`src/rtl/itch_msg_parser.sv`:
```
// itch_msg_parser: strips the MoldUDP64 header from each UDP payload and walks the
// length-prefixed ITCH 5.0 messages, emitting Add / Delete / Execute strobes with
// decoded big-endian fields one cycle after the message's last byte.
module itch_msg_parser #(
    parameter int unsigned HDR_BYTES = 20,
    parameter int unsigned ADD_LEN   = 36,
    parameter int unsigned DEL_LEN   = 19,
    parameter int unsigned EXEC_LEN  = 31
) (
    input  logic        clk,
    input  logic        rstN,
    input  logic [7:0]  data,
    input  logic        dataValid,
    input  logic        packetLost,
    output logic        addValid,
    output logic [15:0] addLocate,
    output logic [63:0] addRefNum,
    output logic        addBuySell,
    output logic [31:0] addShares,
    output logic [31:0] addPrice,
    output logic        delValid,
    output logic [15:0] delLocate,
    output logic [63:0] delRefNum,
    output logic        execValid,
    output logic [15:0] execLocate,
    output logic [63:0] execRefNum,
    output logic [15:0] msgDropCnt
);

    localparam logic [2:0] S_IDLE   = 3'd0;
    localparam logic [2:0] S_HDR    = 3'd1;
    localparam logic [2:0] S_LEN_HI = 3'd2;
    localparam logic [2:0] S_LEN_LO = 3'd3;
    localparam logic [2:0] S_BODY   = 3'd4;
    localparam logic [2:0] S_DROP   = 3'd5;

    localparam logic [7:0] TYPE_ADD  = 8'h41;
    localparam logic [7:0] TYPE_DEL  = 8'h44;
    localparam logic [7:0] TYPE_EXEC = 8'h45;
    localparam logic [7:0] SIDE_BUY  = 8'h42;

    logic [2:0]  r_state;
    logic [15:0] r_cnt;
    logic [15:0] r_len;
    logic [7:0]  r_type;
    logic        r_armed;
    logic [15:0] r_sh_loc;
    logic [63:0] r_sh_ref;
    logic        r_sh_bs;
    logic [31:0] r_sh_shares;
    logic [31:0] r_sh_price;

    logic [2:0]  w_state_nxt;
    logic [15:0] w_cnt_nxt;
    logic [15:0] w_len_nxt;
    logic [7:0]  w_type_nxt;
    logic [15:0] w_loc_nxt;
    logic [63:0] w_ref_nxt;
    logic        w_bs_nxt;
    logic [31:0] w_shares_nxt;
    logic [31:0] w_price_nxt;
    logic        w_fire_add;
    logic        w_fire_del;
    logic        w_fire_exec;
    logic        w_drop;
    logic [7:0]  w_cur_type;
    logic [15:0] w_len_full;
    logic        w_partial;

    // Next-state, field capture and completion decode for the accepted byte
    always_comb begin
        w_state_nxt  = r_state;
        w_cnt_nxt    = r_cnt;
        w_len_nxt    = r_len;
        w_type_nxt   = r_type;
        w_loc_nxt    = r_sh_loc;
        w_ref_nxt    = r_sh_ref;
        w_bs_nxt     = r_sh_bs;
        w_shares_nxt = r_sh_shares;
        w_price_nxt  = r_sh_price;
        w_fire_add   = 1'b0;
        w_fire_del   = 1'b0;
        w_fire_exec  = 1'b0;
        w_drop       = 1'b0;
        w_cur_type   = (r_cnt == 16'd0) ? data : r_type;
        w_len_full   = {r_len[15:8], data};
        // A message counts as started once its type byte has been accepted
        w_partial    = (r_state == S_BODY) && (r_cnt != 16'd0) &&
                       ((r_type == TYPE_ADD) || (r_type == TYPE_DEL) || (r_type == TYPE_EXEC));

        if (packetLost) begin
            w_drop      = w_partial;
            w_state_nxt = dataValid ? S_DROP : S_IDLE;
        end else if (!dataValid) begin
            w_drop      = w_partial;
            w_state_nxt = S_IDLE;
        end else begin
            case (r_state)
                S_IDLE: begin
                    if (r_armed) begin
                        if (HDR_BYTES <= 1) begin
                            w_state_nxt = S_LEN_HI;
                        end else begin
                            w_state_nxt = S_HDR;
                            w_cnt_nxt   = 16'd1;
                        end
                    end
                end
                S_HDR: begin
                    if (r_cnt == 16'(HDR_BYTES - 1)) begin
                        w_state_nxt = S_LEN_HI;
                    end else begin
                        w_cnt_nxt = r_cnt + 16'd1;
                    end
                end
                S_LEN_HI: begin
                    w_len_nxt   = {data, 8'h00};
                    w_state_nxt = S_LEN_LO;
                end
                S_LEN_LO: begin
                    w_len_nxt = w_len_full;
                    if (w_len_full == 16'd0) begin
                        w_state_nxt = S_LEN_HI;
                    end else begin
                        w_state_nxt = S_BODY;
                        w_cnt_nxt   = 16'd0;
                    end
                end
                S_BODY: begin
                    w_type_nxt = w_cur_type;
                    if ((r_cnt == 16'd1) || (r_cnt == 16'd2)) begin
                        w_loc_nxt = {r_sh_loc[7:0], data};
                    end
                    if ((r_cnt >= 16'd11) && (r_cnt <= 16'd18)) begin
                        w_ref_nxt = {r_sh_ref[55:0], data};
                    end
                    if (w_cur_type == TYPE_ADD) begin
                        if (r_cnt == 16'd19) begin
                            w_bs_nxt = (data == SIDE_BUY);
                        end
                        if ((r_cnt >= 16'd20) && (r_cnt <= 16'd23)) begin
                            w_shares_nxt = {r_sh_shares[23:0], data};
                        end
                        if ((r_cnt >= 16'd32) && (r_cnt <= 16'd35)) begin
                            w_price_nxt = {r_sh_price[23:0], data};
                        end
                    end
                    if (r_cnt == r_len - 16'd1) begin
                        w_state_nxt = S_LEN_HI;
                        w_cnt_nxt   = 16'd0;
                        if (w_cur_type == TYPE_ADD) begin
                            w_fire_add = (r_len == 16'(ADD_LEN));
                            w_drop     = (r_len != 16'(ADD_LEN));
                        end else if (w_cur_type == TYPE_DEL) begin
                            w_fire_del = (r_len == 16'(DEL_LEN));
                            w_drop     = (r_len != 16'(DEL_LEN));
                        end else if (w_cur_type == TYPE_EXEC) begin
                            w_fire_exec = (r_len == 16'(EXEC_LEN));
                            w_drop      = (r_len != 16'(EXEC_LEN));
                        end
                    end else begin
                        w_cnt_nxt = r_cnt + 16'd1;
                    end
                end
                S_DROP: begin
                    w_state_nxt = S_DROP;
                end
                default: begin
                    w_state_nxt = S_IDLE;
                end
            endcase
        end
    end

    // State, shadow fields and parser bookkeeping
    always_ff @(posedge clk) begin
        if (!rstN) begin
            r_state     <= S_IDLE;
            r_cnt       <= 16'd0;
            r_len       <= 16'd0;
            r_type      <= 8'd0;
            // A reset taken mid-packet must not resume parsing that packet
            r_armed     <= !dataValid;
            r_sh_loc    <= 16'd0;
            r_sh_ref    <= 64'd0;
            r_sh_bs     <= 1'b0;
            r_sh_shares <= 32'd0;
            r_sh_price  <= 32'd0;
        end else begin
            r_state     <= w_state_nxt;
            r_cnt       <= w_cnt_nxt;
            r_len       <= w_len_nxt;
            r_type      <= w_type_nxt;
            r_armed     <= r_armed | !dataValid;
            r_sh_loc    <= w_loc_nxt;
            r_sh_ref    <= w_ref_nxt;
            r_sh_bs     <= w_bs_nxt;
            r_sh_shares <= w_shares_nxt;
            r_sh_price  <= w_price_nxt;
        end
    end

    // Output strobes, held field groups and saturating drop counter
    always_ff @(posedge clk) begin
        if (!rstN) begin
            addValid   <= 1'b0;
            addLocate  <= 16'd0;
            addRefNum  <= 64'd0;
            addBuySell <= 1'b0;
            addShares  <= 32'd0;
            addPrice   <= 32'd0;
            delValid   <= 1'b0;
            delLocate  <= 16'd0;
            delRefNum  <= 64'd0;
            execValid  <= 1'b0;
            execLocate <= 16'd0;
            execRefNum <= 64'd0;
            msgDropCnt <= 16'd0;
        end else begin
            addValid  <= w_fire_add;
            delValid  <= w_fire_del;
            execValid <= w_fire_exec;
            if (w_fire_add) begin
                addLocate  <= w_loc_nxt;
                addRefNum  <= w_ref_nxt;
                addBuySell <= w_bs_nxt;
                addShares  <= w_shares_nxt;
                addPrice   <= w_price_nxt;
            end
            if (w_fire_del) begin
                delLocate <= w_loc_nxt;
                delRefNum <= w_ref_nxt;
            end
            if (w_fire_exec) begin
                execLocate <= w_loc_nxt;
                execRefNum <= w_ref_nxt;
            end
            if (w_drop && (msgDropCnt != 16'hFFFF)) begin
                msgDropCnt <= msgDropCnt + 16'd1;
            end
        end
    end

endmodule

```
`config.mk`:
```
export PLATFORM = sky130hd
export DESIGN_NAME = itch_msg_parser
export DESIGN_NICKNAME = d
export VERILOG_FILES = /design/src/rtl/itch_msg_parser.sv
export SDC_FILE = /design/constraint.sdc
export NUM_CORES = 1
export LEC_CHECK = 0
export CAP_MARGIN = 5
export CORE_MARGIN = 3
export CORE_UTILIZATION = 57
export CTS_CLUSTER_DIAMETER = 150
export DETAILED_ROUTE_END_ITERATION = 8
export PLACE_DENSITY = 0.85
export SYNTH_ARGS = -nofsm -noshare
export SYNTH_HDL_FRONTEND = slang
export SYNTH_SLANG_ARGS = --single-unit
```
`constraint.sdc`:
```
create_clock -name clk -period 6 [get_ports clk]
set_input_delay 0.6 -clock clk [delete_from_list [all_inputs] [get_ports clk]]
set_output_delay 0.6 -clock clk [all_outputs]
set_load 0.01 [all_outputs]
```
==> flow_summary.toml, run 1 <==
[outcome]
status = "completed"

[global_route]
grtUsageMet3 = 0.0768
overflow = 0
grt_max_degree = 229
gr-usage-met2 = 0.458
antenna_found_initial = 0
grt_pass1_vias = 15200
met1_usage = 0.363
top_usage_layer = "met2"
grt_pass1_wl_um = 83300
grt_usage = 0.284

[clocking]
cts.sinks = 513
cts_hold_buf = 0
cts_tree = "yes"
path_clk_slew_ns = 0.06
cts.path.max_buffers = 3
cts-root-buf = "clkbuf_16"
ctsResizeCount = 0
post_cts_buffers = 0
htree_levels = 2
cts_inserted_buffers = 50
insertion_delay_ns = 0.58

[timing]
rsz0062_at_grt = "false"
final.setup.tns_ns = 0
slew_violations = 0
fin_crit_sh = 0.689
hold_viol = 0
post-route-min-period_ns = 4.13
setup_violations = 0
relSlewSlack = 0.275
clock.fmax_mhz = 242
worst_slew_pin_slew_ns = 1.09
finClkSkew_ns = 0.0188

[place]
port_buffers = 335
hpwlAfterDp_um = 35000
dp_cells = 2642
gp_congestion = 0.886

[yosys]
postSynthCellCount = 2017
ys.flop_type = "dfxtp_1"
synth_compound_area_frac = 0.157
synth_top_family_by_area = "simple AND/OR/NAND/NOR gates"
syn_area_um2 = 19400
yosysTopAreaCellShare = 0.530
synth_top_area_cell = "dfxtp_1"
yosys.area_share.adder = 0.00452
synth_edf_count = 0
synth_warnings = 0
synth_area_per_cell_um2 = 9.60
synth_nets = 2036
synthTopCellsByArea = "dfxtp_1 (53%), a211oi_1 (11%), nor2_1 (9.6%), mux2i_1 (8.3%), clkbuf_1 (1.8%)"
async_reset_ff_frac = 0
ys_ff_latch = 513
synth_xor_area_frac = 0.0145
yosys.area_share.simple = 0.165
muxShareOfSynthArea = 0.0852
ys_seq_area_frac = 0.530
synth_cell_types = 72

[power_and_ir_drop]
p_int_mw = 5.49
peakVddDrop_mv = 0.316
p_comb_frac = 0.017
sw_frac_of_total = 0.208
p_leak_nw = 8.73
powerDensity_nw_per_um2 = 283
p_seq_frac = 0.492
p_clk_frac = 0.490
p_switching_mw = 1.44

[cells_and_area]
syn2layout_area_growth_pct = 26.6
diodes = 0
layout.cells.non_filler = 2733
regArea_um2 = 10300
fillers = 2299
final_cell_mix = "dfxtp_1 (513), nor2_1 (496), clkdlybuf4s50_1 (335)"
drive_above_1_share = 0.0650
multi_input_area_um2 = 8280
final_nets = 2271
mostFrequentLayoutCell = "dfxtp_1"

[die]
initial_core_util = 0.586
placementRows = 66
chipHeight_um = 190
fp.dieW_um = 190
dieArea_um2 = 36200
coreArea_um2 = 33000
io_pins = 336

[critical_path]
crit_fanout = 160
cp-end-kind = "flip-flop"
required_ns = 6.47
arrival_ns = 4.60
path_class = "reg -> reg"
start_kind = "flip-flop"

[drt]
vias_per_cell = 5.74
routedWlPerCell_um = 19.4
drt_iter0_drc = 1050
routed_wl_um = 52900
drc = 0
vias = 15700
antenna_left = 0
firstDrtPassIters = 5

[run]
drv_cap = 0

[min_path]
min_path_type = "reg -> reg"
through the flow:
stage / util / setup WS [ns] / power [mW] / hold WS (ns) / cell area (µm²)
floorplan: - / 2.75 / 3.57 / 0.431 / 19400
global placement: 0.687 / 1.59 / 3.60 / 0.454 / 22700
detailed placement: 0.687 / 1.42 / 3.61 / 0.456 / 22700
CTS: 0.742 / 1.94 / 6.96 / 0.466 / 24500
global route: 0.742 / 1.72 / 7.12 / 0.495 / 24500
finish: 0.742 / 1.87 / 6.93 / 0.475 / 24500
path summary, 6_finish.rpt:
check,start,to,slack [ns],cells past startpoint
worst max register to register,r_cnt[0]$_SDFFE_PN0P_,execRefNum[39]$_SDFFE_PN0P_,1.87,10
worst max-delay path,r_cnt[0]$_SDFFE_PN0P_,execRefNum[39]$_SDFFE_PN0P_,1.87,10
worst min register to register,r_armed$_DFF_P_,r_armed$_DFF_P_,0.48,2
worst min-delay path,r_armed$_DFF_P_,r_armed$_DFF_P_,0.48,2
worst max-delay path, stage by stage (launching register included):
cell and delay [ns]:
dfxtp_1 0.38, inv_1 0.15, ha_1 0.16, or4b_4 0.47, nor4_4 0.62, mux2_4 0.35, nor3_1 0.49, nor3b_4 0.33
buf_12 0.57, nor2_1 0.14, a211oi_1 0.28
area by class of cell:
type,count,area share
clock inverters,25,0.0166
inverters,14,0.00245
well taps,442,0.0226
repair buffers,351,0.144
multi-input cells,1322,0.338
clock buffers,66,0.0576
flip-flops and latches,513,0.419
cell usage after synthesis, types with 14 or more instances:
library cell	number
dfxtp_1	513
nor2_1	496
a211oi_1	289
mux2i_1	161
clkbuf_1	94
buf_2	53
nand2_1	51
a21oi_1	37
nand3_1	30
xnor2_1	26
nand2b_1	24
a211oi_2	20
o21ai_0	20
buf_4	16
and3_1	15
nor3_1	15
inv_1	14
flip-flops by register name (all words and copies together), names as in the netlist, 32 cells and up:
signal	cells
delRefNum	64
execRefNum	64
r_sh_shares	32
r_sh_price	32
addPrice	32
addShares	32
r_sh_ref	64
addRefNum	64
metal layers:
| layer | up-vias | routed length [µm] |
|---|---|---|
| met3 | 114 | 3930 |
| met5 | - | 0 |
| met2 | 498 | 24500 |
| li1 | 7580 | - |
| met1 | 7491 | 22100 |
| met4 | 0 | 2330 |
cell families after synthesis:
family                   count (synthesis)
multiplexers                           164
buffers and inverters                  182
adder cells (fa/ha/maj)                  7
XOR/XNOR                                32
flip-flops                             513
AND/OR/NAND/NOR                        711
AO/OA/AOI/OAI                          408
power by group through the flow:
stage	Clock, mW	Sequential [mW]	Combinational (mW)
after global routing	3.58	3.41	0.131
after detailed placement	0	3.49	0.119
after floorplan	0	3.49	0.0845
after global placement	0	3.49	0.117
final	3.40	3.41	0.121
after CTS	3.43	3.41	0.119
No activity file was read; power rests on OpenSTA's default activity.
==> run 2: changes to the inputs <==
CORE_UTILIZATION = 53   (was 57)
PLACE_DENSITY = 0.8   (was 0.85)
clock period = 4.1 ns   (was 6 ns; I/O delays follow)
==> flow_summary.toml, run 2 (synthesis gave the netlist of run 1 again) <==
[drt]
drc = 0
routedWlPerCell_um = 19.1
antenna_left = 0
firstDrtPassIters = 5
vias = 15600
routed_wl_um = 53100
drt_iter0_drc = 969
vias_per_cell = 5.63

[global_route]
grt_pass1_vias = 15100
grt_max_degree = 269
grt_usage = 0.264
overflow = 0
antenna_found_initial = 0
grt_pass1_wl_um = 83200

[critical_path]
start_kind = "flip-flop"
arrival_ns = 4.34
required_ns = 4.58
crit_fanout = 11
cp-end-kind = "flip-flop"
path_class = "reg -> reg"

[place]
dp_cells = 2684
dpl_cell_area_um2 = 23100
port_buffers = 335
gp_congestion = 0.922
dpl_worst_slack_ns = 0.228
hpwlAfterDp_um = 36800

[cells_and_area]
drive_above_1_share = 0.0738
layout.cells.non_filler = 2779
final_nets = 2295
design_area_um2 = 24800
diodes = 0
final_cell_mix = "dfxtp_1 (513), nor2_1 (496), clkdlybuf4s50_1 (335)"
syn2layout_area_growth_pct = 28.0
fin_util = 0.692
mostFrequentLayoutCell = "dfxtp_1"

[timing]
clock.fmax_mhz = 259
worst_slew_pin_slew_ns = 1.29
worst_slack_ns = 0.245
hold_viol = 0
post-route-min-period_ns = 3.86
setup_violations = 0
slew_violations = 0
finClkSkew_ns = 0.0162
relSlewSlack = 0.140
rsz0062_at_grt = "false"
fin_crit_sh = 0.940
final.setup.tns_ns = 0
holdWs_ns = 0.382

[die]
coreArea_um2 = 35800
initial_core_util = 0.540
placementRows = 69
fp.dieW_um = 197
io_pins = 336
chipHeight_um = 197
dieArea_um2 = 38900

[run]
drv_cap = 0

[clocking]
cts_inserted_buffers = 51
cts.path.max_buffers = 3
ctsResizeCount = 0
insertion_delay_ns = 0.60
cts-root-buf = "clkbuf_16"
cts_hold_buf = 0
cts_tree = "yes"
htree_levels = 2
path_clk_slew_ns = 0.06
post_cts_buffers = 0
cts.sinks = 513

[power_and_ir_drop]
peakVddDrop_mv = 0.371
p_leak_nw = 8.82
powerDensity_nw_per_um2 = 400
total_power_mw = 9.91

[min_path]
min_path_type = "in -> reg"

[outcome]
status = "completed"
## run 2: worst max-delay path, stage by stage, from the launching register on
cell and delay (ns):
dfxtp_1 0.43, or3_1 0.49, nor2_2 0.27, nand3_1 0.12
or4_1 0.47, a32oi_4 0.42, nand3_4 0.22, nor3_4 0.68
buf_4 0.30, nor2_1 0.07, a211oi_1 0.27
## run 2: cell type report
| class | count | area, µm² |
|---|---|---|
| multi-input combinational | 1322 | 8280 |
| fill | 2678 | 11100 |
| timing repair buffer | 374 | 3870 |
| sequential | 513 | 10300 |
| clock inverter | 28 | 334 |
| clock buffer | 67 | 1390 |
| inverter | 14 | 60.1 |
| tap | 461 | 577 |
## run 2: final timing paths
| check | cells after the start | slack [ns] | endpoint | from |
|---|---|---|---|---|
| worst max-delay path | 10 | 0.24 | delRefNum[63]$_SDFFE_PN0P_ | r_len[2]$_SDFFE_PN0P_ |
| worst min-delay path | 2 | 0.38 | r_armed$_DFF_P_ | dataValid |
| worst max register to register | 10 | 0.24 | delRefNum[63]$_SDFFE_PN0P_ | r_len[2]$_SDFFE_PN0P_ |
| worst min register to register | 2 | 0.48 | r_armed$_DFF_P_ | r_armed$_DFF_P_ |
## run 2: power by group
group | internal [mW] | total, mW | switching, mW
Clock | 2.73 | 4.74 | 2.01
Combinational | 0.0441 | 0.174 | 0.130
Sequential | 4.99 | 5.00 | 0.00908
## run 2: layer usage
layer / vias to the layer above / GRT usage / part of all wire
met5: - / 0 / 0
met4: 0 / 0.103 / 0.038
met3: 116 / 0.0624 / 0.064
met2: 439 / 0.434 / 0.47
met1: 7471 / 0.340 / 0.42
li1: 7612 / - / -
==> run 3: changes to the inputs <==
HOLD_SLACK_MARGIN = 0.1   (was unset)
MAX_ROUTING_LAYER = met4   (was unset)
==> flow_summary.toml, run 3 (synthesis gave the netlist of run 1 again) <==
[critical_path]
required_ns = 4.56
path_class = "reg -> reg"
start_kind = "flip-flop"
cp_cell_sequence = "inv_1 > ha_1 > or4b_4 > nor4_4 > mux2_4 > nor3_1 > nor3b_4 > buf_12 > buf_12 > nor2_1 > a211oi_1"
cp-end-kind = "flip-flop"
path_buf_inv = 3
cpPeakStageDelay_ns = 0.48
crit_fanout = 45
arrival_ns = 4.31
crit_slowest_cell = "nor3_1"
crit_family = "simple AND/OR/NAND/NOR gates"
crit_path_frequent_cell = "buf_12"

[clocking]
ctsResizeCount = 0
cts.sinks = 513
cts.path.max_buffers = 3
post_cts_buffers = 0
cts-root-buf = "clkbuf_16"
cts_hold_buf = 0
cts_inserted_buffers = 50
insertion_delay_ns = 0.58
path_clk_slew_ns = 0.06
cts_tree = "yes"
htree_levels = 2

[die]
io_pins = 336
dieArea_um2 = 38900
fp.dieW_um = 197
initial_core_util = 0.540
chipHeight_um = 197
placementRows = 69
coreArea_um2 = 35800

[global_route]
grt_usage = 0.274
antenna_found_initial = 1
grt_max_degree = 188
grt_pass1_vias = 15100
grt_pass1_wl_um = 83200
overflow = 0

[place]
hpwlAfterDp_um = 37100
port_buffers = 335
gp_congestion = 0.913
dp_cells = 2685

[cells_and_area]
mostFrequentLayoutCell = "dfxtp_1"
layout.cells.non_filler = 2778
final_cell_mix = "dfxtp_1 (513), nor2_1 (496), clkdlybuf4s50_1 (335)"
syn2layout_area_growth_pct = 27.8
fillers = 2669
final_nets = 2295
drive_above_1_share = 0.0712

[timing]
hold_viol = 0
final.setup.tns_ns = 0
post-route-min-period_ns = 3.85
setup_violations = 0
fin_crit_sh = 0.939
relSlewSlack = 0.393
finClkSkew_ns = 0.0146
holdWs_ns = 0.413
rsz0062_at_grt = "false"
slew_violations = 0
clock.fmax_mhz = 260
worst_slew_pin_slew_ns = 0.909

[power_and_ir_drop]
p_leak_nw = 8.83
total_power_mw = 9.80
p_int_mw = 7.77
p_comb_frac = 0.018
powerDensity_nw_per_um2 = 396
peakVddDrop_mv = 0.435
p_clk_frac = 0.472
p_seq_frac = 0.510
p_switching_mw = 2.03
sw_frac_of_total = 0.207

[drt]
vias = 15700
vias_per_cell = 5.64
routed_wl_um = 53300
routedWlPerCell_um = 19.2
wl_met2_um = 24800
wl_met3_um = 3570
firstDrtPassIters = 5
drt_iter0_drc = 1031
top_layer_used = "met4"
met1Wirelength_um = 22600
drc = 0
antenna_left = 0

[outcome]
status = "completed"

[min_path]
min_path_type = "in -> reg"

[run]
drv_cap = 0
[run 3: area by class of cell]
type	count	area, µm²	share of cell area
clock inverter	12	144	0.00581
clock buffer	80	1530	0.0616
inverter	14	60.1	0.00243
sequential	513	10300	0.415
timing repair buffer	375	3890	0.157
antenna	1	2.50	0.000101
multi-input combinational	1322	8280	0.335
tap	461	577	0.0233
[run 3: layer usage]
layer  GRT usage  up-vias
li1            -     7624
met1       0.346     7435
met2       0.424      499
met3      0.0645      106
met4       0.116        0
met5           -        -
[run 3: worst paths after layout]
check / depth (start not counted) / startpoint / slack (ns) / to
worst max-delay path: 11 / r_cnt[0]$_SDFFE_PN0P_ / 0.25 / execRefNum[39]$_SDFFE_PN0P_
worst min-delay path: 2 / dataValid / 0.41 / r_armed$_DFF_P_
worst min register to register: 2 / r_armed$_DFF_P_ / 0.47 / r_armed$_DFF_P_
worst max register to register: 11 / r_cnt[0]$_SDFFE_PN0P_ / 0.25 / execRefNum[39]$_SDFFE_PN0P_
[run 3: per-stage QoR]
step | setup WS [ns] | area (µm²) | util
global placement | 0.368 | 23100 | 0.644
global route | 0.0891 | 24700 | 0.691
finish | 0.251 | 24700 | 0.691
detailed placement | 0.208 | 23100 | 0.644
CTS | 0.231 | 24700 | 0.691
floorplan | 0.926 | 19400 | -
[run 3: worst register-to-register path: cells and delay by family, from the launching register on]
family / cells / cell delay (ns)
AO/OA/AOI/OAI: 1 / 0.28
AND/OR/NAND/NOR: 5 / 1.84
buffers and inverters: 3 / 0.73
adder cells (fa/ha/maj): 1 / 0.16
flip-flops: 1 / 0.39
multiplexers: 1 / 0.34
[run 3: power groups by stage]
stage               sequential (mW)  combinational [mW]  clock, mW
finish                         5.00               0.179       4.62
floorplan                      5.10               0.124          0
detailed placement             5.11               0.177          0
CTS                            5.00               0.177       4.70
global route                   4.99               0.194       4.90
global placement               5.11               0.174          0
